### config.mk
export PLATFORM = sky130hd
export DESIGN_NAME = axi_lite_master_flat
export DESIGN_NICKNAME = d
export VERILOG_FILES = /design/src/rtl/axi_lite_pkg.sv /design/src/rtl/axi_lite_master_if.sv /design/src/rtl/axi_lite_master.sv /design/src/flat_wrapper.sv
export SDC_FILE = /design/constraint.sdc
export NUM_CORES = 1
export LEC_CHECK = 0
export ABC_AREA = 1
export CAP_MARGIN = 10
export CORE_UTILIZATION = 35
export CTS_CLUSTER_SIZE = 40
export DETAILED_ROUTE_END_ITERATION = 6
export GPL_TIMING_DRIVEN = 0
export PLACE_DENSITY = 0.69
export SYNTH_ARGS = -nofsm -noshare
export SYNTH_HDL_FRONTEND = slang
export SYNTH_SLANG_ARGS = --single-unit
### constraint.sdc
create_clock -name clk -period 8.9 [get_ports clk]
set_clock_uncertainty 0.05 [all_clocks]
set_input_delay 2.225 -clock clk [delete_from_list [all_inputs] [get_ports clk]]
set_output_delay 2.225 -clock clk [all_outputs]
set_load 0.01 [all_outputs]
### src/rtl/axi_lite_pkg.sv
// -----------------------------------------------------------------------------
// axi_lite_pkg
// Types and constants shared by the AXI4-Lite master and slave blocks.
//   resp_t         : BRESP/RRESP encodings
//   master_state_t : transaction state of axi_lite_master
// -----------------------------------------------------------------------------
package axi_lite_pkg;

   localparam int unsigned AXI_RESP_W = 2;
   localparam int unsigned AXI_PROT_W = 3;

   typedef enum logic [1:0] {
      OKAY   = 2'b00,
      EXOKAY = 2'b01,
      SLVERR = 2'b10,
      DECERR = 2'b11
   } resp_t;

   typedef enum logic [2:0] {
      IDLE    = 3'd0,
      WR_REQ  = 3'd1,
      WR_RESP = 3'd2,
      RD_REQ  = 3'd3,
      RD_DATA = 3'd4
   } master_state_t;

endpackage

### src/rtl/axi_lite_master_if.sv
// -----------------------------------------------------------------------------
// axi_lite_master_if
// The five AXI4-Lite channels between one master and one slave.
//   AW : awaddr, awprot, awvalid  (M->S), awready (S->M)
//   W  : wdata, wstrb, wvalid     (M->S), wready  (S->M)
//   B  : bresp, bvalid            (S->M), bready  (M->S)
//   AR : araddr, arprot, arvalid  (M->S), arready (S->M)
//   R  : rdata, rresp, rvalid     (S->M), rready  (M->S)
// -----------------------------------------------------------------------------
interface axi_lite_master_if
   import axi_lite_pkg::*;
#(
   parameter int ADDR_W = 32,
   parameter int DATA_W = 32
);
   localparam int STRB_W = DATA_W / 8;

   logic [ADDR_W-1:0]     awaddr;
   logic [AXI_PROT_W-1:0] awprot;
   logic                  awvalid;
   logic                  awready;

   logic [DATA_W-1:0]     wdata;
   logic [STRB_W-1:0]     wstrb;
   logic                  wvalid;
   logic                  wready;

   logic [AXI_RESP_W-1:0] bresp;
   logic                  bvalid;
   logic                  bready;

   logic [ADDR_W-1:0]     araddr;
   logic [AXI_PROT_W-1:0] arprot;
   logic                  arvalid;
   logic                  arready;

   logic [DATA_W-1:0]     rdata;
   logic [AXI_RESP_W-1:0] rresp;
   logic                  rvalid;
   logic                  rready;

   modport master (
      output awaddr, awprot, awvalid, input awready,
      output wdata, wstrb, wvalid, input wready,
      input bresp, bvalid, output bready,
      output araddr, arprot, arvalid, input arready,
      input rdata, rresp, rvalid, output rready
   );

   modport slave (
      input awaddr, awprot, awvalid, output awready,
      input wdata, wstrb, wvalid, output wready,
      output bresp, bvalid, input bready,
      input araddr, arprot, arvalid, output arready,
      output rdata, rresp, rvalid, input rready
   );

endinterface

### src/rtl/axi_lite_master.sv
// -----------------------------------------------------------------------------
// axi_lite_master
// Turns single-beat user commands into AXI4-Lite write or read transactions,
// one outstanding at a time, and returns the slave response.
// Ports:
//   clk, rst            : clock, asynchronous active-high reset
//   cmd_valid/cmd_ready : command handshake (ready only while idle)
//   cmd_write           : 1 = write, 0 = read
//   cmd_addr/wdata/wstrb: command payload, latched at acceptance
//   rsp_valid           : one-cycle completion pulse
//   rsp_rdata           : last read data, held until the next read completes
//   rsp_resp            : BRESP/RRESP of the completed transaction
//   busy                : a transaction is in progress
//   m_axi               : AXI4-Lite master channels
// All outputs come straight from flops.
// -----------------------------------------------------------------------------
module axi_lite_master
   import axi_lite_pkg::*;
#(
   parameter int                    P_M_AXI_ADDR_WIDTH = 32,
   parameter int                    P_M_AXI_DATA_WIDTH = 32,
   parameter logic [AXI_PROT_W-1:0] P_M_AXI_PROT       = 3'b000
) (
   input  logic                            clk,
   input  logic                            rst,
   input  logic                            cmd_valid,
   output logic                            cmd_ready,
   input  logic                            cmd_write,
   input  logic [P_M_AXI_ADDR_WIDTH-1:0]   cmd_addr,
   input  logic [P_M_AXI_DATA_WIDTH-1:0]   cmd_wdata,
   input  logic [P_M_AXI_DATA_WIDTH/8-1:0] cmd_wstrb,
   output logic                            rsp_valid,
   output logic [P_M_AXI_DATA_WIDTH-1:0]   rsp_rdata,
   output logic [AXI_RESP_W-1:0]           rsp_resp,
   output logic                            busy,
   axi_lite_master_if.master               m_axi
);

   localparam int STRB_W = P_M_AXI_DATA_WIDTH / 8;

   master_state_t state_r;
   master_state_t state_s;

   logic aw_done_r, w_done_r;
   logic aw_done_s, w_done_s;

   logic awvalid_r, wvalid_r, bready_r, arvalid_r, rready_r;
   logic awvalid_s, wvalid_s, bready_s, arvalid_s, rready_s;
   logic cmd_ready_r, busy_r, rsp_valid_r;
   logic cmd_ready_s, busy_s, rsp_valid_s;

   logic [P_M_AXI_ADDR_WIDTH-1:0] awaddr_r;
   logic [P_M_AXI_ADDR_WIDTH-1:0] araddr_r;
   logic [P_M_AXI_DATA_WIDTH-1:0] wdata_r;
   logic [STRB_W-1:0]             wstrb_r;
   logic [P_M_AXI_DATA_WIDTH-1:0] rsp_rdata_r;
   logic [AXI_RESP_W-1:0]         rsp_resp_r;

   logic accept_s, aw_hs_s, w_hs_s, b_hs_s, ar_hs_s, r_hs_s;

   // Handshake decodes; each term pairs a registered output with a slave input.
   always_comb begin
      accept_s = cmd_valid & cmd_ready_r;
      aw_hs_s  = awvalid_r & m_axi.awready;
      w_hs_s   = wvalid_r  & m_axi.wready;
      b_hs_s   = bready_r  & m_axi.bvalid;
      ar_hs_s  = arvalid_r & m_axi.arready;
      r_hs_s   = rready_r  & m_axi.rvalid;
   end

   // Per-channel completion of the write request, including this cycle's handshake.
   always_comb begin
      if (state_r == WR_REQ) begin
         aw_done_s = aw_done_r | aw_hs_s;
         w_done_s  = w_done_r  | w_hs_s;
      end else begin
         aw_done_s = 1'b0;
         w_done_s  = 1'b0;
      end
   end

   // Next-state logic.
   always_comb begin
      state_s = state_r;
      case (state_r)
         IDLE: begin
            if (accept_s) begin
               if (cmd_write) state_s = WR_REQ;
               else           state_s = RD_REQ;
            end else begin
               state_s = IDLE;
            end
         end
         WR_REQ: begin
            // Both channels may finish on the same edge.
            if (aw_done_s && w_done_s) state_s = WR_RESP;
            else                       state_s = WR_REQ;
         end
         WR_RESP: begin
            if (b_hs_s) state_s = IDLE;
            else        state_s = WR_RESP;
         end
         RD_REQ: begin
            if (ar_hs_s) state_s = RD_DATA;
            else         state_s = RD_REQ;
         end
         RD_DATA: begin
            if (r_hs_s) state_s = IDLE;
            else        state_s = RD_DATA;
         end
         default: state_s = IDLE;
      endcase
   end

   // State register.
   always_ff @(posedge clk or posedge rst) begin
      if (rst) state_r <= IDLE;
      else     state_r <= state_s;
   end

   // Output decode: values the control flops take on the coming edge.
   always_comb begin
      awvalid_s   = 1'b0;
      wvalid_s    = 1'b0;
      arvalid_s   = 1'b0;
      // Request valids rise one cycle after the state is entered and fall on
      // the edge that completes their own handshake.
      if ((state_r == WR_REQ) && (state_s == WR_REQ)) begin
         awvalid_s = ~aw_done_s;
         wvalid_s  = ~w_done_s;
      end else begin
         awvalid_s = 1'b0;
         wvalid_s  = 1'b0;
      end
      if ((state_r == RD_REQ) && (state_s == RD_REQ)) arvalid_s = 1'b1;
      else                                            arvalid_s = 1'b0;
      bready_s    = (state_s == WR_RESP);
      rready_s    = (state_s == RD_DATA);
      cmd_ready_s = (state_s == IDLE);
      busy_s      = (state_s != IDLE);
      rsp_valid_s = b_hs_s | r_hs_s;
   end

   // Control output and channel-completion flag registers.
   always_ff @(posedge clk or posedge rst) begin
      if (rst) begin
         awvalid_r   <= 1'b0;
         wvalid_r    <= 1'b0;
         bready_r    <= 1'b0;
         arvalid_r   <= 1'b0;
         rready_r    <= 1'b0;
         cmd_ready_r <= 1'b1;
         busy_r      <= 1'b0;
         rsp_valid_r <= 1'b0;
         aw_done_r   <= 1'b0;
         w_done_r    <= 1'b0;
      end else begin
         awvalid_r   <= awvalid_s;
         wvalid_r    <= wvalid_s;
         bready_r    <= bready_s;
         arvalid_r   <= arvalid_s;
         rready_r    <= rready_s;
         cmd_ready_r <= cmd_ready_s;
         busy_r      <= busy_s;
         rsp_valid_r <= rsp_valid_s;
         // Flags clear as soon as the write request phase ends.
         aw_done_r   <= (state_s == WR_REQ) ? aw_done_s : 1'b0;
         w_done_r    <= (state_s == WR_REQ) ? w_done_s  : 1'b0;
      end
   end

   // Request payload capture at acceptance and response capture at completion.
   always_ff @(posedge clk or posedge rst) begin
      if (rst) begin
         awaddr_r    <= {P_M_AXI_ADDR_WIDTH{1'b0}};
         araddr_r    <= {P_M_AXI_ADDR_WIDTH{1'b0}};
         wdata_r     <= {P_M_AXI_DATA_WIDTH{1'b0}};
         wstrb_r     <= {STRB_W{1'b0}};
         rsp_rdata_r <= {P_M_AXI_DATA_WIDTH{1'b0}};
         rsp_resp_r  <= 2'b00;
      end else begin
         if (accept_s) begin
            if (cmd_write) begin
               awaddr_r <= cmd_addr;
               wdata_r  <= cmd_wdata;
               wstrb_r  <= cmd_wstrb;
            end else begin
               araddr_r <= cmd_addr;
            end
         end
         // Error codes are passed through untouched; there is no retry.
         if (b_hs_s) begin
            rsp_resp_r <= m_axi.bresp;
         end else if (r_hs_s) begin
            rsp_resp_r  <= m_axi.rresp;
            rsp_rdata_r <= m_axi.rdata;
         end
      end
   end

   assign cmd_ready = cmd_ready_r;
   assign busy      = busy_r;
   assign rsp_valid = rsp_valid_r;
   assign rsp_rdata = rsp_rdata_r;
   assign rsp_resp  = rsp_resp_r;

   assign m_axi.awaddr  = awaddr_r;
   assign m_axi.awprot  = P_M_AXI_PROT;
   assign m_axi.awvalid = awvalid_r;
   assign m_axi.wdata   = wdata_r;
   assign m_axi.wstrb   = wstrb_r;
   assign m_axi.wvalid  = wvalid_r;
   assign m_axi.bready  = bready_r;
   assign m_axi.araddr  = araddr_r;
   assign m_axi.arprot  = P_M_AXI_PROT;
   assign m_axi.arvalid = arvalid_r;
   assign m_axi.rready  = rready_r;

endmodule

### src/flat_wrapper.sv
// flat-port wrapper written by rule: the top's interface ports become plain ports
module axi_lite_master_flat import axi_lite_pkg::*;
#(
   parameter int                    P_M_AXI_ADDR_WIDTH = 32,
   parameter int                    P_M_AXI_DATA_WIDTH = 32,
   parameter logic [AXI_PROT_W-1:0] P_M_AXI_PROT       = 3'b000
)
  (clk, rst, cmd_valid, cmd_ready, cmd_write, cmd_addr, cmd_wdata, cmd_wstrb, rsp_valid, rsp_rdata, rsp_resp, busy, m_axi_awaddr, m_axi_awprot, m_axi_awvalid, m_axi_awready, m_axi_wdata, m_axi_wstrb, m_axi_wvalid, m_axi_wready, m_axi_bresp, m_axi_bvalid, m_axi_bready, m_axi_araddr, m_axi_arprot, m_axi_arvalid, m_axi_arready, m_axi_rdata, m_axi_rresp, m_axi_rvalid, m_axi_rready);
  axi_lite_master_if #(.ADDR_W((32)), .DATA_W((32))) m_axi_i ();
  input  logic clk;
  input  logic rst;
  input  logic cmd_valid;
  output logic cmd_ready;
  input  logic cmd_write;
  input  logic [P_M_AXI_ADDR_WIDTH-1:0] cmd_addr;
  input  logic [P_M_AXI_DATA_WIDTH-1:0] cmd_wdata;
  input  logic [P_M_AXI_DATA_WIDTH/8-1:0] cmd_wstrb;
  output logic rsp_valid;
  output logic [P_M_AXI_DATA_WIDTH-1:0] rsp_rdata;
  output logic [AXI_RESP_W-1:0] rsp_resp;
  output logic busy;
  output wire logic [$bits(m_axi_i.awaddr)-1:0] m_axi_awaddr;
  output wire logic [$bits(m_axi_i.awprot)-1:0] m_axi_awprot;
  output wire logic [$bits(m_axi_i.awvalid)-1:0] m_axi_awvalid;
  input wire logic [$bits(m_axi_i.awready)-1:0] m_axi_awready;
  output wire logic [$bits(m_axi_i.wdata)-1:0] m_axi_wdata;
  output wire logic [$bits(m_axi_i.wstrb)-1:0] m_axi_wstrb;
  output wire logic [$bits(m_axi_i.wvalid)-1:0] m_axi_wvalid;
  input wire logic [$bits(m_axi_i.wready)-1:0] m_axi_wready;
  input wire logic [$bits(m_axi_i.bresp)-1:0] m_axi_bresp;
  input wire logic [$bits(m_axi_i.bvalid)-1:0] m_axi_bvalid;
  output wire logic [$bits(m_axi_i.bready)-1:0] m_axi_bready;
  output wire logic [$bits(m_axi_i.araddr)-1:0] m_axi_araddr;
  output wire logic [$bits(m_axi_i.arprot)-1:0] m_axi_arprot;
  output wire logic [$bits(m_axi_i.arvalid)-1:0] m_axi_arvalid;
  input wire logic [$bits(m_axi_i.arready)-1:0] m_axi_arready;
  input wire logic [$bits(m_axi_i.rdata)-1:0] m_axi_rdata;
  input wire logic [$bits(m_axi_i.rresp)-1:0] m_axi_rresp;
  input wire logic [$bits(m_axi_i.rvalid)-1:0] m_axi_rvalid;
  output wire logic [$bits(m_axi_i.rready)-1:0] m_axi_rready;
  assign m_axi_awaddr = m_axi_i.awaddr;
  assign m_axi_awprot = m_axi_i.awprot;
  assign m_axi_awvalid = m_axi_i.awvalid;
  assign m_axi_i.awready = m_axi_awready;
  assign m_axi_wdata = m_axi_i.wdata;
  assign m_axi_wstrb = m_axi_i.wstrb;
  assign m_axi_wvalid = m_axi_i.wvalid;
  assign m_axi_i.wready = m_axi_wready;
  assign m_axi_i.bresp = m_axi_bresp;
  assign m_axi_i.bvalid = m_axi_bvalid;
  assign m_axi_bready = m_axi_i.bready;
  assign m_axi_araddr = m_axi_i.araddr;
  assign m_axi_arprot = m_axi_i.arprot;
  assign m_axi_arvalid = m_axi_i.arvalid;
  assign m_axi_i.arready = m_axi_arready;
  assign m_axi_i.rdata = m_axi_rdata;
  assign m_axi_i.rresp = m_axi_rresp;
  assign m_axi_i.rvalid = m_axi_rvalid;
  assign m_axi_rready = m_axi_i.rready;
  axi_lite_master #(.P_M_AXI_ADDR_WIDTH(P_M_AXI_ADDR_WIDTH), .P_M_AXI_DATA_WIDTH(P_M_AXI_DATA_WIDTH), .P_M_AXI_PROT(P_M_AXI_PROT)) u_core (.clk(clk), .rst(rst), .cmd_valid(cmd_valid), .cmd_ready(cmd_ready), .cmd_write(cmd_write), .cmd_addr(cmd_addr), .cmd_wdata(cmd_wdata), .cmd_wstrb(cmd_wstrb), .rsp_valid(rsp_valid), .rsp_rdata(rsp_rdata), .rsp_resp(rsp_resp), .busy(busy), .m_axi(m_axi_i));
endmodule
**Yosys cells after proc, flatten, opt, wreduce, memory -nomap -nowiden**

Index checks and enable logic that the tools add are counted.
W data, S select, Z words.

- Register bits after elaboration: 147
- Input bits: 113
- Output and inout bits: 148

- Equality and inequality tests: 8
- Mux-type cells: 16
- Bitwise gates (word level): 13
- Reduce and logical (&&, ||, !) cells: 10

Operators with widths:

| operator | number |
|---|---|
| $pmux W3 S5 | 1 |
| $eq A3 B2 Y1 const B | 4 |
| $mux W2 | 6 |
| $mux W1 | 7 |
| $and A1 B1 Y1 | 6 |
| $eq A3 B1 Y1 const B | 2 |
| $eq A3 B3 Y1 const B | 2 |
| $logic_not A3 Y1 | 2 |
| $mux W3 | 2 |
| $reduce_and A2 Y1 | 3 |
| $not A1 Y1 | 4 |
| $logic_and A1 B1 Y1 | 3 |
| $or A1 B1 Y1 | 3 |
| $reduce_bool A3 Y1 | 1 |
| $reduce_bool A2 Y1 | 1 |

**Logic depth before layout (Yosys ltp)**

Gate-level depths: netlist of run 1.

- Depth in word-level cells: 9
- Mapped depth: 7
- Depth with buffers taken out: 7

**Worst setup path after synthesis of run 1**

OpenSTA, ideal clock, no wires.

- Path kind: input to register
- Start point: input port m_axi_bvalid
- End point: register u_core.rsp_rdata_r[0] (netlist: u_core.rsp_rdata[0])
- Arrival time: 2.935 ns
- Required time: 8.725 ns
- Setup slack: 5.790 ns
- Cell stages on the path: 4
- Cells stage by stage: nand2_1 -> nand2_4 -> buf_6 -> mux2_4

- Longest elaborated chain between the ends: 3

RTL lines:

| element | RTL line | RTL |
|---|---|---|
| from (decl) | flat_wrapper.sv:31 | `input wire logic [$bits(m_axi_i.bvalid)-1:0] m_axi_bvalid;` |
| $and A1 B1 Y1 | axi_lite_master.sv:66 | `b_hs_s = bready_r & m_axi.bvalid;` |
| $not A1 Y1 (no source line) | - |  |
| $reduce_and A2 Y1 (no source line) | - |  |
| to (signal assigned) | axi_lite_master.sv:179 | `rsp_rdata_r <= {P_M_AXI_DATA_WIDTH{1'b0}};` |
| to (signal assigned) | axi_lite_master.sv:196 | `rsp_rdata_r <= m_axi.rdata;` |
| to (decl) | axi_lite_master.sv:56 | `logic [P_M_AXI_DATA_WIDTH-1:0] rsp_rdata_r;` |

Every way passes these cells.
A chain may end at the register's enable or synchronous reset.

**Final worst setup path of run 1**

- Start point: register u_core.cmd_ready_r (netlist: u_core.cmd_ready)
- End point: output port cmd_ready

RTL lines:

| element | RTL line | RTL |
|---|---|---|
| from (decl) | axi_lite_master.sv:49 | `logic cmd_ready_r, busy_r, rsp_valid_r;` |
| from (signal assigned) | axi_lite_master.sv:163 | `cmd_ready_r <= cmd_ready_s;` |
| to (decl) | flat_wrapper.sv:13 | `output logic cmd_ready;` |

No word-level cell between the ends.

==> results of run 1 <==
kinds of logic (layout without fill, tap and decap cells):
family,count (synthesis),count (layout),synth area share (%)
other cells,1,6,0.06422
buf+inv,73,360,6.128
mux,68,68,17.36
compound gates,72,72,6.235
simple gates,106,106,7.199
flops,147,147,63.02
area by class of cell:
cell class              instances  share of cell area [%]
well taps                     216                   2.909
flip-flops and latches        147                   39.61
inverters                      48                   1.994
clock buffers                  21                   4.849
multi-input cells             252                   19.60
plain buffers                  25                   1.913
repair buffers                255                   27.67
clock inverters                11                   1.455
through the flow:
step,instance area [sq um],cells
2_1_floorplan,5858,472
3_3_place_gp,8671,942
3_5_place_dp,8703,943
4_1_cts,9289,975
5_1_grt,9289,975
6_report,9289,975
report_power, final:
| part | switching (mW) | total (mW) | internal [mW] |
|---|---|---|---|
| combinational | 0.540 | 1.41 | 0.872 |
| clock | 0.271 | 0.717 | 0.445 |
| sequential | 0.192 | 1.19 | 0.999 |
cells in the final DEF, fill, tap and decap left out, drive strengths merged, types with 2 or more instances in the layout:
master,count
clkdlybuf4s50,254
dfrtp,146
nand2,89
o21ai,69
mux2,68
inv,48
clkbuf,26
buf,21
nor2,12
conb,6
clkinv,6
nand3,3
bufinv,3
a21oi,3
clkinvlp,2
flip-flops by register name (all words and copies together) (netlist names), 2 cells and up:
register,count
u_core.m_axi.wdata,32
u_core.rsp_resp,2
u_core.rsp_rdata,32
u_core.state_r,3
u_core.m_axi.araddr,32
u_core.m_axi.awaddr,32
u_core.m_axi.wstrb,4
tightest hold or removal path: stages, from the launching register on:
cell and delay, ps:
dfrtp_1 340, nand2_1 50, o21ai_0 50
final timing paths:
check,slack [ps],endpoint,from,cells after the start
max,5130,cmd_ready,u_core.cmd_ready,1
min,430,u_core.m_axi.araddr[27],u_core.m_axi.araddr[27],2
max reg2reg,7350,u_core.m_axi.araddr[9],u_core.cmd_ready,5
min reg2reg,430,u_core.m_axi.araddr[27],u_core.m_axi.araddr[27],2
max in group asynchronous,5740,u_core.m_axi.awaddr[16],rst,3
min in group asynchronous,2250,u_core.busy,rst,2
routing by layer:
metal | routed length (microns) | track usage, %
met1 | 6368 | 22.28
met2 | 7553 | 30.61
met3 | 1301 | 6.597
met4 | 157 | 5.686
met5 | 0 | 0
==> metrics.cfg, run 1 <==
[run_status]
status=finished clean

[pwr]
power_density_mw_per_mm2=357.3
leakage_nw=4.491
ir_drop_mv=0.1551
power_mw=3.319

[drt]
drc=0
vias=4379
wire_per_inst_microns=15.78
initialDrtViolationCount=180
dr.pass1.iters=5
routed_via_density=4.491
ant_nets=0
wl_microns=15380

[clock_tree]
clockBufferDepth=2
ctsResizeCount=0
post_cts_buffers=0
insertion_delay_ps=410
cts_tree=built
clk_pin_slew_ps=60
cts-buffers-inserted=17
hold_buffers=0
cts_root_buf=clkbuf_16
h-tree-depth=4
clkSinkCount=147

[floorplanning]
pin_count=261
start_util_pct=36.36
die_area_sq_mm=0.01720
die_h_microns=131.2
core_region_area_sq_mm=0.01606
num_rows=46
die_w_microns=131.2

[final_layout]
drive_above_1_share_pct=16.86
final_core_util_pct=57.85
nets=859
area_growth_pct=59.07
fillCellCount=1273
regArea_sq_mm=0.003680
antenna_cells=0
multiInputGateArea_sq_mm=0.001821

[timing]
hold_viol=0
setup_viol=0
setup_tns_ps=0
min_period_over_period_pct=42.31
worst_slack_ps=5134
whs_ps=431.4
tightest_slew_ps=650.0
fin_crit_ps=3766
max_freq_mhz=265.5
relSlewSlack_pct=56.67
maxSlewViolCount=0
rsz0062_at_grt=false

[place]
dp_hpwl_microns=11150
dp_slack_ps=5150
io_buffers=254
gp_congestion=0.8213

[grt]
grt_start_max_net_pins=78
antenna_found_initial=0
grtUsageTotal_pct=18.43
grt_pass1_wl_microns=24850
grt_overflow=0
grt_pass1_vias=4651

[yosys]
yosys_warnings=0
ys_top_cells_by_area=dfrtp_1 63%, mux2_4 17%, o21ai_0 5.9%
yosysMostFrequentCell=dfrtp_1
syn_inst=467
yosys_register_bits=147
synth-edff-count=0
async_flop_share_pct=100.0
yosysSeqAreaShare_pct=63.02
synthesis.area_sq_mm=0.005839
synth_top_area_share_pct=62.57
ys.flop_type=dfrtp_1
synth_top_area_cell=dfrtp_1
syn_area_per_cell_sq_um=12.50
yosys.cell_types.count=20
synthTopCellsByCount=146 x dfrtp_1, 87 x nand2_1, 69 x o21ai_0, 66 x mux2_4, 43 x inv_1

[critical_path]
critPathArrivalTime_ps=1490
crit_path_max_incr_delay_ps=550
cp_cell_sequence=clkdlybuf4s50_1
crit_buf_inv=1
start_kind=flop
cp_slowest_cell=clkdlybuf4s50_1
crit_path_end_kind=output port
required_ps=6630
crit_family=buffers and inverters
cp_max_fo=2
critPathKind=flop to output port

[run]
drv_cap=0

[worst_hold_path]
min_path_type=flop to flop

No activity file was read; power rests on OpenSTA's default activity.
==> run 2, diff against run 1 <==
clock period = 3.55 ns   (was 8.9 ns; I/O delays follow)
==> metrics.cfg, run 2 (synthesis gave the netlist of run 1 again) <==
[grt]
grtUsageTotal_pct=19.20  ; was 18.43%
grt_overflow=0  ; unchanged
antenna_found_initial=0  ; unchanged
grt_start_max_net_pins=41  ; was 78
grt_pass1_wl_microns=25970  ; was 24850 microns
grt_pass1_vias=4812  ; was 4651

[timing]
min_period_over_period_pct=68.26
relSlewSlack_pct=40.35  ; was 56.67%
setup_tns_ps=0  ; unchanged
rsz0062_at_grt=false  ; unchanged
whs_ps=434.0  ; was 431.4 ps
hold_viol=0  ; unchanged
fin_crit_ps=2423
maxSlewViolCount=0  ; unchanged
max_freq_mhz=412.7
tightest_slew_ps=892.8  ; was 650.0 ps
setup_viol=0  ; unchanged

[clock_tree]
hold_buffers=0  ; unchanged
clockBufferDepth=2  ; unchanged
insertion_delay_ps=410  ; about the same
h-tree-depth=4  ; unchanged
cts_tree=built  ; unchanged
ctsResizeCount=0  ; unchanged
cts_root_buf=clkbuf_16  ; unchanged
post_cts_buffers=0  ; unchanged
clkSinkCount=147  ; unchanged
clk_pin_slew_ps=60  ; about the same
cts-buffers-inserted=17  ; unchanged

[run]
drv_cap=0  ; unchanged

[critical_path]
reg2regPathDepth=5  ; unchanged
cp.depth=1  ; unchanged
crit_path_max_incr_delay_ps=550  ; about the same
cp_max_fo=2  ; unchanged
critPathArrivalTime_ps=1490  ; about the same
crit_family=buffers and inverters  ; unchanged
critPathKind=flop to output port  ; unchanged
required_ps=2610  ; was 6630 ps
crit_buf_inv=1  ; unchanged
crit_path_end_kind=output port  ; unchanged
cp_slowest_cell=clkdlybuf4s50_1  ; unchanged
cp_cell_sequence=clkdlybuf4s50_1  ; unchanged
start_kind=flop  ; unchanged

[drt]
vias=4401  ; was 4379
drc=0  ; unchanged
ant_nets=0  ; unchanged
wl_microns=15400  ; was 15380 microns
wire_per_inst_microns=15.78  ; about the same
routed_via_density=4.509  ; was 4.491
dr.pass1.iters=6  ; was 5
initialDrtViolationCount=149  ; was 180

[floorplanning]
core_region_area_sq_mm=0.01606  ; unchanged
start_util_pct=36.36  ; unchanged
die_h_microns=131.2  ; unchanged
num_rows=46  ; unchanged
die_w_microns=131.2  ; unchanged
pin_count=261  ; unchanged
die_area_sq_mm=0.01720  ; unchanged

[place]
gp_congestion=0.7948  ; was 0.8213
placed_cells=945  ; was 943
io_buffers=254  ; unchanged
dp_hpwl_microns=11430  ; was 11150 microns

[final_layout]
final-instance-count-excl-fill=976  ; was 975
antenna_cells=0  ; unchanged
nets=861  ; was 859
final_cell_mix=254 x clkdlybuf4s50_1, 146 x dfrtp_1, 87 x nand2_1  ; unchanged
multiInputGateArea_sq_mm=0.001821  ; unchanged
area_growth_pct=60.64  ; was 59.07%
layout_commonest_cell=clkdlybuf4s50_1  ; unchanged
final_core_util_pct=58.42  ; was 57.85%
regArea_sq_mm=0.003680  ; unchanged
fillCellCount=1294  ; was 1273
drive_above_1_share_pct=17.11  ; was 16.86%

[pwr]
swShare_pct=29.64  ; was 30.21%
p_comb_share_pct=41.7  ; was 42.5%
p_int_mw=5.965  ; was 2.316 mW
power_density_mw_per_mm2=903.7  ; was 357.3 mW/mm^2
ir_drop_mv=0.5718  ; was 0.1551 mV
seqPwrFrac_pct=35.2  ; was 35.9%
clkPwrFrac_pct=23.1  ; was 21.6%
leakage_nw=4.532  ; was 4.491 nW
power_switching_mw=2.513  ; was 1.003 mW

[run_status]
status=finished clean  ; unchanged

[worst_hold_path]
holdPathStages=2  ; unchanged
min_path_type=flop to flop  ; unchanged

run 2: final timing paths:
check / start / to / slack, ps
setup / recovery: u_core.cmd_ready / cmd_ready / 1130
hold / removal: u_core.m_axi.awaddr[23] / u_core.m_axi.awaddr[23] / 430
setup reg to reg: u_core.cmd_ready / u_core.m_axi.araddr[15] / 1980
hold reg to reg: u_core.m_axi.awaddr[23] / u_core.m_axi.awaddr[23] / 430
max in group asynchronous: rst / u_core.m_axi.araddr[7] / 1580
min in group asynchronous: rst / u_core.rsp_rdata[11] / 960
run 2: metrics by stage:
step | area (sq um) | worst slack, ps | total power [mW]
5_1_grt | 9380 | 1077 | 8.975
4_1_cts | 9380 | 1093 | 8.579
6_report | 9380 | 1127 | 8.477
3_5_place_dp | 8735 | 1054 | 6.549
3_3_place_gp | 8675 | -431.4 | 6.454
2_1_floorplan | 5862 | 766.3 | 4.447
run 2: layer usage:
| metal | up-vias | track usage [%] | part of all wire [%] |
|---|---|---|---|
| li1 | 2060 | - | - |
| met1 | 2135 | 22.79 | 40 |
| met2 | 191 | 31.53 | 49 |
| met3 | 15 | 7.677 | 9.3 |
| met4 | 0 | 6.471 | 1.3 |
| met5 | - | 0 | 0 |
run 2: power groups by stage:
| stage | combinational [mW] | sequential, mW | clock [mW] |
|---|---|---|---|
| after floorplan | 1.12 | 3.33 | 0 |
| after global placement | 3.51 | 2.94 | 0 |
| after detailed placement | 3.56 | 2.99 | 0 |
| after CTS | 3.59 | 2.99 | 2.01 |
| after global routing | 3.79 | 3.09 | 2.09 |
| final | 3.53 | 2.98 | 1.96 |
run 2: area by class of cell:
cell class,instances,share of cell area (%)
plain buffers,25,1.894
clock buffers,20,4.762
multi-input cells,252,19.41
inverters,48,1.961
well taps,216,2.881
repair buffers,257,27.74
flip-flops and latches,147,39.23
clock inverters,11,2.121
==> run 3, diff against run 2 <==
PLACE_DENSITY = 0.72   (was 0.69)
clock period = 2.2 ns   (was 3.55 ns; I/O delays follow)
==> metrics.cfg, run 3 (synthesis gave the netlist of run 1 again) <==
[timing]
maxSlewViolCount=0  ; unchanged
hold_viol=0  ; unchanged
max_freq_mhz=484.0
setup_viol=0  ; unchanged
fin_crit_ps=2066
rsz0062_at_grt=false  ; unchanged
relSlewSlack_pct=52.95  ; was 40.35%
min_period_over_period_pct=93.92
tightest_slew_ps=704.2  ; was 892.8 ps
setup_tns_ps=0  ; unchanged
whs_ps=432.8  ; was 434.0 ps

[clock_tree]
cts-buffers-inserted=17  ; unchanged
clkSinkCount=147  ; unchanged
post_cts_buffers=0  ; unchanged
clk_pin_slew_ps=60  ; about the same
cts_root_buf=clkbuf_16  ; unchanged
cts_tree=built  ; unchanged
h-tree-depth=4  ; unchanged
hold_buffers=0  ; unchanged
insertion_delay_ps=410  ; about the same
clockBufferDepth=2  ; unchanged
ctsResizeCount=0  ; unchanged

[floorplanning]
die_w_microns=131.2  ; unchanged
die_h_microns=131.2  ; unchanged
start_util_pct=36.36  ; unchanged
die_area_sq_mm=0.01720  ; unchanged
num_rows=46  ; unchanged
pin_count=261  ; unchanged
core_region_area_sq_mm=0.01606  ; unchanged

[critical_path]
cp.depth=1  ; unchanged
critPathArrivalTime_ps=1470  ; was 1490 ps
cp_slowest_cell=dfstp_2  ; was clkdlybuf4s50_1
crit_path_end_kind=output port  ; unchanged
reg2regPathDepth=5  ; unchanged
crit_buf_inv=1  ; unchanged
crit_family=flip-flops  ; was buffers and inverters
start_kind=flop  ; unchanged
required_ps=1600  ; was 2610 ps
cp_cell_sequence=clkdlybuf4s50_1  ; unchanged
crit_path_max_incr_delay_ps=530  ; was 550 ps
critPathKind=flop to output port  ; unchanged
cp_max_fo=2  ; unchanged

[place]
dp_hpwl_microns=11910  ; was 11430 microns
placed_cells=945  ; unchanged
io_buffers=254  ; unchanged
placed_area_sq_mm=0.008735  ; unchanged
gp_congestion=0.8296  ; was 0.7948

[final_layout]
nets=861  ; unchanged
final-instance-count-excl-fill=976  ; unchanged
final_cell_area_sq_mm=0.009343  ; was 0.009380 sq mm
antenna_cells=0  ; unchanged
layout_commonest_cell=clkdlybuf4s50_1  ; unchanged
final_cell_mix=254 x clkdlybuf4s50_1, 146 x dfrtp_1, 87 x nand2_1  ; unchanged
area_growth_pct=60.00  ; was 60.64%
drive_above_1_share_pct=17.37  ; was 17.11%

[pwr]
power_density_mw_per_mm2=1446  ; was 903.7 mW/mm^2
power_mw=13.51  ; was 8.477 mW
ir_drop_mv=0.6982  ; was 0.5718 mV
leakage_nw=4.512  ; was 4.532 nW

[grt]
grt_start_max_net_pins=45  ; was 41
grt_overflow=0  ; unchanged
antenna_found_initial=0  ; unchanged
grt_pass1_wl_microns=26150  ; was 25970 microns
grtUsageTotal_pct=19.61  ; was 19.20%
grt_pass1_vias=4688  ; was 4812

[drt]
dr.pass1.iters=4  ; was 6
routed_via_density=4.520  ; was 4.509
wl_microns=16120  ; was 15400 microns
drc=0  ; unchanged
initialDrtViolationCount=156  ; was 149
wire_per_inst_microns=16.52  ; was 15.78 microns
vias=4412  ; was 4401
ant_nets=0  ; unchanged

[run_status]
status=finished clean  ; unchanged

[worst_hold_path]
min_path_type=flop to flop  ; unchanged
holdPathStages=2  ; unchanged

[run]
drv_cap=0  ; unchanged

==> run 3: cell types whose count changed in the layout (fill, tap and decap cells not counted) <==
cell	previous run	this run
clkinvlp_4	1	3
clkinv_2	1	3
bufinv_16	5	3
clkbuf_8	1	2
clkbuf_1	7	5
inv_6	3	2
==> run 3: final cells by class <==
type | count | area (sq um)
fill | 1303 | 6715
sequential | 147 | 3680
timing repair buffer | 257 | 2603
multi-input combinational | 252 | 1821
clock buffer | 19 | 452.9
tap | 216 | 270.3
inverter | 48 | 183.9
buffer | 25 | 177.7
clock inverter | 12 | 155.1
==> run 3: worst min-delay path, delay by kind of cell, from the launching register on <==
| kind | cells | cell delay, ps |
|---|---|---|
| AOI/OAI and AO/OA | 1 | 60 |
| DFF | 1 | 340 |
| and+or+nand+nor | 1 | 50 |
==> run 3: metal layers <==
metal  up-vias  part of all wire, %  track usage (%)
met5         -                    0                0
met4         0                  1.3            6.471
met3        18                  8.0            6.790
met2       205                   48            32.15
met1      2124                   43            24.06
li1       2065                    -                -
==> run 3: power breakdown <==
part	total, mW	switching (mW)	internal [mW]
sequential	4.80	0.754	4.04
clock	2.97	1.13	1.84
combinational	5.74	2.21	3.53
==> run 3: metrics by stage <==
| stage | utilization (%) | worst slack, ps |
|---|---|---|
| 2_1_floorplan | - | -246.2 |
| 3_3_place_gp | 54.02 | -1414 |
| 3_5_place_dp | 54.39 | 70.64 |
| 4_1_cts | 58.18 | 103.4 |
| 5_1_grt | 58.18 | 89.88 |
| 6_report | 58.18 | 133.7 |
==> run 3: worst paths after layout <==
check / slack (ps) / from / endpoint
worst max register to register: 670 / u_core.cmd_ready / u_core.m_axi.araddr[10]
worst min-delay path: 430 / u_core.m_axi.araddr[6] / u_core.m_axi.araddr[6]
max in group asynchronous: 660 / rst / u_core.m_axi.araddr[16]
worst max-delay path: 130 / u_core.cmd_ready / cmd_ready
min in group asynchronous: 550 / rst / u_core.m_axi.wdata[13]
worst min register to register: 430 / u_core.m_axi.araddr[6] / u_core.m_axi.araddr[6]
==> patch 1 (flow settings as in run 3) <==
Set the package constant `AXI_PROT_W` to 5 (it was 3).
--- a/src/rtl/axi_lite_pkg.sv
+++ b/src/rtl/axi_lite_pkg.sv
@@ -9,3 +9,3 @@
    localparam int unsigned AXI_RESP_W = 2;
-   localparam int unsigned AXI_PROT_W = 3;
+   localparam int unsigned AXI_PROT_W = 5;
 
Ports: changed (resized m_axi_arprot and m_axi_awprot); port bits go from 261 to 265. The function was not compared with the original's and may differ.
==> patch 1 against run 3 <==
- routed wire length fell by 1.6%
- global-route usage fell by 0.31 points
- final area barely moved
- sequential power barely moved
- area after synthesis rose by 0.51%
- via count fell by 1.2%
- count of clock-buffer cells in the layout rose by 1
- setup slack got worse by 0.016 ns
- sequential cell count did not move
- power fell by 1.3%
- critical endpoint unchanged
==> patch 1: results (changes against run 3) <==
[detailed_routing]
num_vias = 4357  ; was 4412
viasPerCell = 4.44  ; was 4.52
wire_per_inst_um = 16.2  ; was 16.5 um
initialDrtViolationCount = 138  ; was 156

[cells_and_area]
buffers = 286  ; was 282
n_antenna_cell = 0  ; unchanged
multi_input_gates = 256  ; was 252
design_area_sq_um = 9350  ; was 9340 sq um
clkCellAreaFrac_pct = 6.05  ; was 6.51%
n_clock_buffer = 20  ; was 19
multi_input_area_share_pct = 19.6  ; was 19.5%
sh_seq_area_pct = 39.4  ; about the same
bufAreaShareNonClock_pct = 30.1  ; was 29.8%
drive_gt1_share_pct = 17.4  ; about the same
inverters_excl_clock = 48  ; unchanged
final_nets = 869  ; was 861
n_fill_cell = 1350  ; was 1303

[yosys]
seq_area_frac_synth_pct = 62.7  ; was 63.0%
netlist_area_sq_um = 5870  ; was 5840 sq um
synth_cell_type_count = 20  ; unchanged
synth.top_cells.by_count = 146 x dfrtp_1, 87 x nand2_1, 69 x o21ai_0  ; unchanged
synthesis.instances = 471  ; was 467
synth.area.top_cells = dfrtp_1 62%, mux2_4 17%, o21ai_0 5.9%  ; was dfrtp_1 63%, mux2_4 17%, o21ai_0 5.9%

[placed_design]
pre_cts_slack_ns = 0.0233  ; was 0.0706 ns
dp.cells = 953  ; was 945
gp_congestion = 0.850  ; was 0.830
dp_hpwl_um = 11800  ; was 11900 um
dpl_cell_area_sq_um = 8780  ; was 8730 sq um

[setup_path]
cpMaxStageDelayCell = clkdlybuf4s50_1  ; was dfstp_2
rrSetupSlack_ns = 0.68
critPathMaxStageDelay_ns = 0.55  ; was 0.53 ns
crit_arrival_ns = 1.48
critical_path.top_delay_family = buffers and inverters  ; was flip-flops

[sta]
worst_slew_pin_slew_ns = 0.802  ; was 0.704 ns
hold_ws_ns = 0.438  ; was 0.433 ns
slew_violations = 0  ; unchanged
max_freq_mhz = 480  ; was 484 MHz

[power]
peakVddDrop_mv = 0.683  ; was 0.698 mV
power.switching_mw = 4.05  ; was 4.09 mW
leakagePower_nw = 4.53  ; was 4.51 nW

[cts]
cts_resized = 0  ; unchanged
post_cts.repair.setup_buffers = 0  ; unchanged
clkTransAtPathRegs_ns = 0.06  ; about the same
cts_sinks = 147  ; unchanged

[grt]
grt_pass1_vias = 4723  ; was 4688
grt_pass1_wl_um = 26000  ; was 26200 um
grtUsageTotal_pct = 19.3  ; was 19.6%

[outcome]
outcome = complete, no violations  ; unchanged

[patch 1: cell types whose count changed in the layout (fill, tap and decap cells not counted)]
cell and delta:
clkbuf_1 +1, bufinv_16 -1, conb_1 +4, buf_4 +4, inv_6 -2, clkinvlp_4 -1, clkinv_4 +1
[patch 1: kinds of logic after synthesis]
family / count (synthesis) / synth area share (%)
buffers and inverters: 77 / 6.61
AND/OR/NAND/NOR: 106 / 7.16
multiplexers: 68 / 17.3
flip-flops: 147 / 62.7
AO/OA/AOI/OAI: 72 / 6.20
other: 1 / 0.0639
[patch 1: power by group through the flow]
stage / clock [mW] / sequential, mW / combinational [mW]
5_1_grt: 3.00 / 4.98 / 6.16
3_5_place_dp: 0 / 4.82 / 5.78
2_1_floorplan: 0 / 5.37 / 1.82
3_3_place_gp: 0 / 4.75 / 5.67
4_1_cts: 2.87 / 4.81 / 5.81
6_report: 2.79 / 4.81 / 5.74
[patch 1: final timing paths]
path	cells after the start	from	to
hold / removal	2	u_core.m_axi.araddr[20]	u_core.m_axi.araddr[20]
setup / recovery	1	u_core.cmd_ready	cmd_ready
hold reg to reg	2	u_core.m_axi.araddr[20]	u_core.m_axi.araddr[20]
min in group asynchronous	2	rst	u_core.rsp_rdata[17]
max in group asynchronous	4	rst	u_core.m_axi.araddr[7]
setup reg to reg	5	u_core.cmd_ready	u_core.m_axi.araddr[17]
[patch 1: tightest hold or removal path: stages (launching register included)]
cell	delay [ns]
dfrtp_1	0.35
nand2_1	0.05
o21ai_0	0.06
[patch 1: routing by layer]
layer	track usage (%)	part of all wire [%]
met1	23.1	41
met2	32.2	49
met3	7.02	8.0
met4	6.07	1.2
met5	0	0
==> patch 2 (settings of run 3) <==
Without the edit above. Encoding of `master_state_t`: now one-hot (5 bits for 5 states).
--- a/src/rtl/axi_lite_pkg.sv
+++ b/src/rtl/axi_lite_pkg.sv
@@ -18,8 +18,8 @@
 
-   typedef enum logic [2:0] {
-      IDLE    = 3'd0,
-      WR_REQ  = 3'd1,
-      WR_RESP = 3'd2,
-      RD_REQ  = 3'd3,
-      RD_DATA = 3'd4
+   typedef enum logic [4:0] {
+      IDLE    = 5'b00001,
+      WR_REQ  = 5'b00010,
+      WR_RESP = 5'b00100,
+      RD_REQ  = 5'b01000,
+      RD_DATA = 5'b10000
    } master_state_t;
Function: no difference found for any inputs over 4 cycles, from zero or initial values and one cycle with rst high; so few cycles prove little.
==> patch 2 against run 3 <==
- area after synthesis fell by 1.6%
- power decreased by 16%
- final area is 1.0% lower
- setup slack got worse by 0.047 ns
- routed wire length fell by 2.4%
- final cell count grew 8.0%
- worst hold slack worse by 0.014 ns
- die area decreased by 1.6%
- sequential cell count rose by 2
- register-to-register slack barely moved
- largest cell class unchanged
- largest power group is now registers
==> patch 2: results (changes against run 3) <==
[outcome]
outcome = complete, no violations  ; unchanged

[cells_and_area]
final_nets = 938  ; was 861
drive_gt1_share_pct = 11.0  ; was 17.4%
final_cell_count_no_fill = 1054  ; was 976
n_antenna_cell = 0  ; unchanged

[placed_design]
dp_hpwl_um = 11700  ; was 11900 um
portBuffers = 254  ; unchanged
dp.cells = 1022  ; was 945
dpl_cell_area_sq_um = 8640  ; was 8730 sq um
gp_congestion = 0.726  ; was 0.830

[cts]
cts_max_path_buffers = 2  ; unchanged
clock-root-buffer = clkbuf_16  ; unchanged
clkTransAtPathRegs_ns = 0.06  ; about the same
clk_latency_ns = 0.41  ; about the same
post_cts.repair.setup_buffers = 0  ; unchanged
cts_resized = 0  ; unchanged

[yosys]
ys_async_sr_fraction_pct = 100  ; unchanged
synth_cell_type_count = 23  ; was 20
yosys_warnings = 0  ; unchanged
ys.flop_type = dfrtp_1  ; unchanged
synth.top_cells.by_count = 147 x dfrtp_1, 142 x nand2_1, 44 x inv_1  ; was 146 x dfrtp_1, 87 x nand2_1, 69 x o21ai_0
synth.area.top_cells = dfrtp_1 64%, nand2_1 9.3%, mux2_2 6.7%  ; was dfrtp_1 63%, mux2_4 17%, o21ai_0 5.9%
avgSynthCellArea_sq_um = 10.6  ; was 12.5 sq um
seq_area_frac_synth_pct = 64.9  ; was 63.0%

[detailed_routing]
wire_per_inst_um = 14.9  ; was 16.5 um
firstDrtPassIters = 4  ; unchanged
initialDrtViolationCount = 191  ; was 156
num_vias = 4727  ; was 4412

[min_path]
hold_class = reg -> reg  ; unchanged
min_from = u_core.rsp_rdata[27]  ; was u_core.m_axi.araddr[6]
holdPathEnd = u_core.rsp_rdata[27]  ; was u_core.m_axi.araddr[6]

[power]
leakagePower_nw = 4.32  ; was 4.51 nW
peakVddDrop_mv = 0.692  ; was 0.698 mV
power.switching_mw = 3.33  ; was 4.09 mW

[setup_path]
reg2reg_to = u_core.m_axi.araddr[21]  ; was u_core.m_axi.araddr[10]
crit_arrival_ns = 1.51  ; was 1.47 ns
rr_worst_depth = 6  ; was 5
cpMaxStageDelayCell = clkdlybuf4s50_1  ; was dfstp_2
r2r_start = u_core.cmd_ready  ; unchanged
rrSetupSlack_ns = 0.67  ; about the same
cp_max_fo = 3  ; was 2
critPathMaxStageDelay_ns = 0.57  ; was 0.53 ns
critical_path.top_delay_family = buffers and inverters  ; was flip-flops

[sta]
hold_ws_ns = 0.419  ; was 0.433 ns
slew_headroom_pct = 41.2  ; was 53.0%

[grt]
grt_max_degree = 44  ; was 45
grt_antenna_before_repair = 1  ; was 0
grt_pass1_wl_um = 24200  ; was 26200 um
grtUsageTotal_pct = 18.9  ; was 19.6%

[patch 2: kinds of logic after synthesis]
| group | share of synthesized area (%) |
|---|---|
| AOI/OAI and AO/OA | 6.92 |
| buffers and inverters | 6.62 |
| muxes | 7.06 |
| DFF | 64.9 |
| and+or+nand+nor | 14.4 |
| other | 0.0653 |
[patch 2: worst max path at each step]
stage	from	to	slack [ns]	cells after the start
2_1_floorplan	rst	u_core.aw_done_r	-0.27	1
3_3_place_gp	rst	u_core.m_axi.araddr[6]	-1.63	2
3_5_place_dp	cmd_valid	u_core.m_axi.awaddr[7]	0.09	5
4_1_cts	u_core.cmd_ready	cmd_ready	0.06	1
5_1_grt	u_core.cmd_ready	cmd_ready	0.03	1
6_report	u_core.cmd_ready	cmd_ready	0.09	1
[patch 2: power groups by stage]
stage / Sequential [mW] / Clock [mW] / Combinational (mW)
floorplan: 4.75 / 0 / 1.13
global route: 4.42 / 3.15 / 4.47
finish: 4.29 / 2.96 / 4.11
detailed placement: 4.31 / 0 / 4.16
global placement: 4.28 / 0 / 4.11
CTS: 4.29 / 3.02 / 4.18
[patch 2: metrics by stage]
step	utilization, %	setup slack, ns
floorplan	-	-0.273
global placement	53.8	-1.63
detailed placement	54.2	0.0932
CTS	58.0	0.0638
global route	58.0	0.0253
finish	58.0	0.0868
[patch 2: layer usage]
layer,GRT usage [%],vias to the layer above,wire (um)
li1,-,2301,-
met1,22.2,2208,6420
met2,31.6,198,7440
met3,7.34,18,1640
met4,6.50,2,212
met5,0,-,17
[patch 2: area by class of cell]
class	instances	area [sq um]
clock inverter	8	123
clock buffer	24	482
buffer	33	211
sequential	149	3730
inverter	45	173
timing repair buffer	257	2600
multi-input combinational	322	1650
tap	216	270
fill	1388	6700
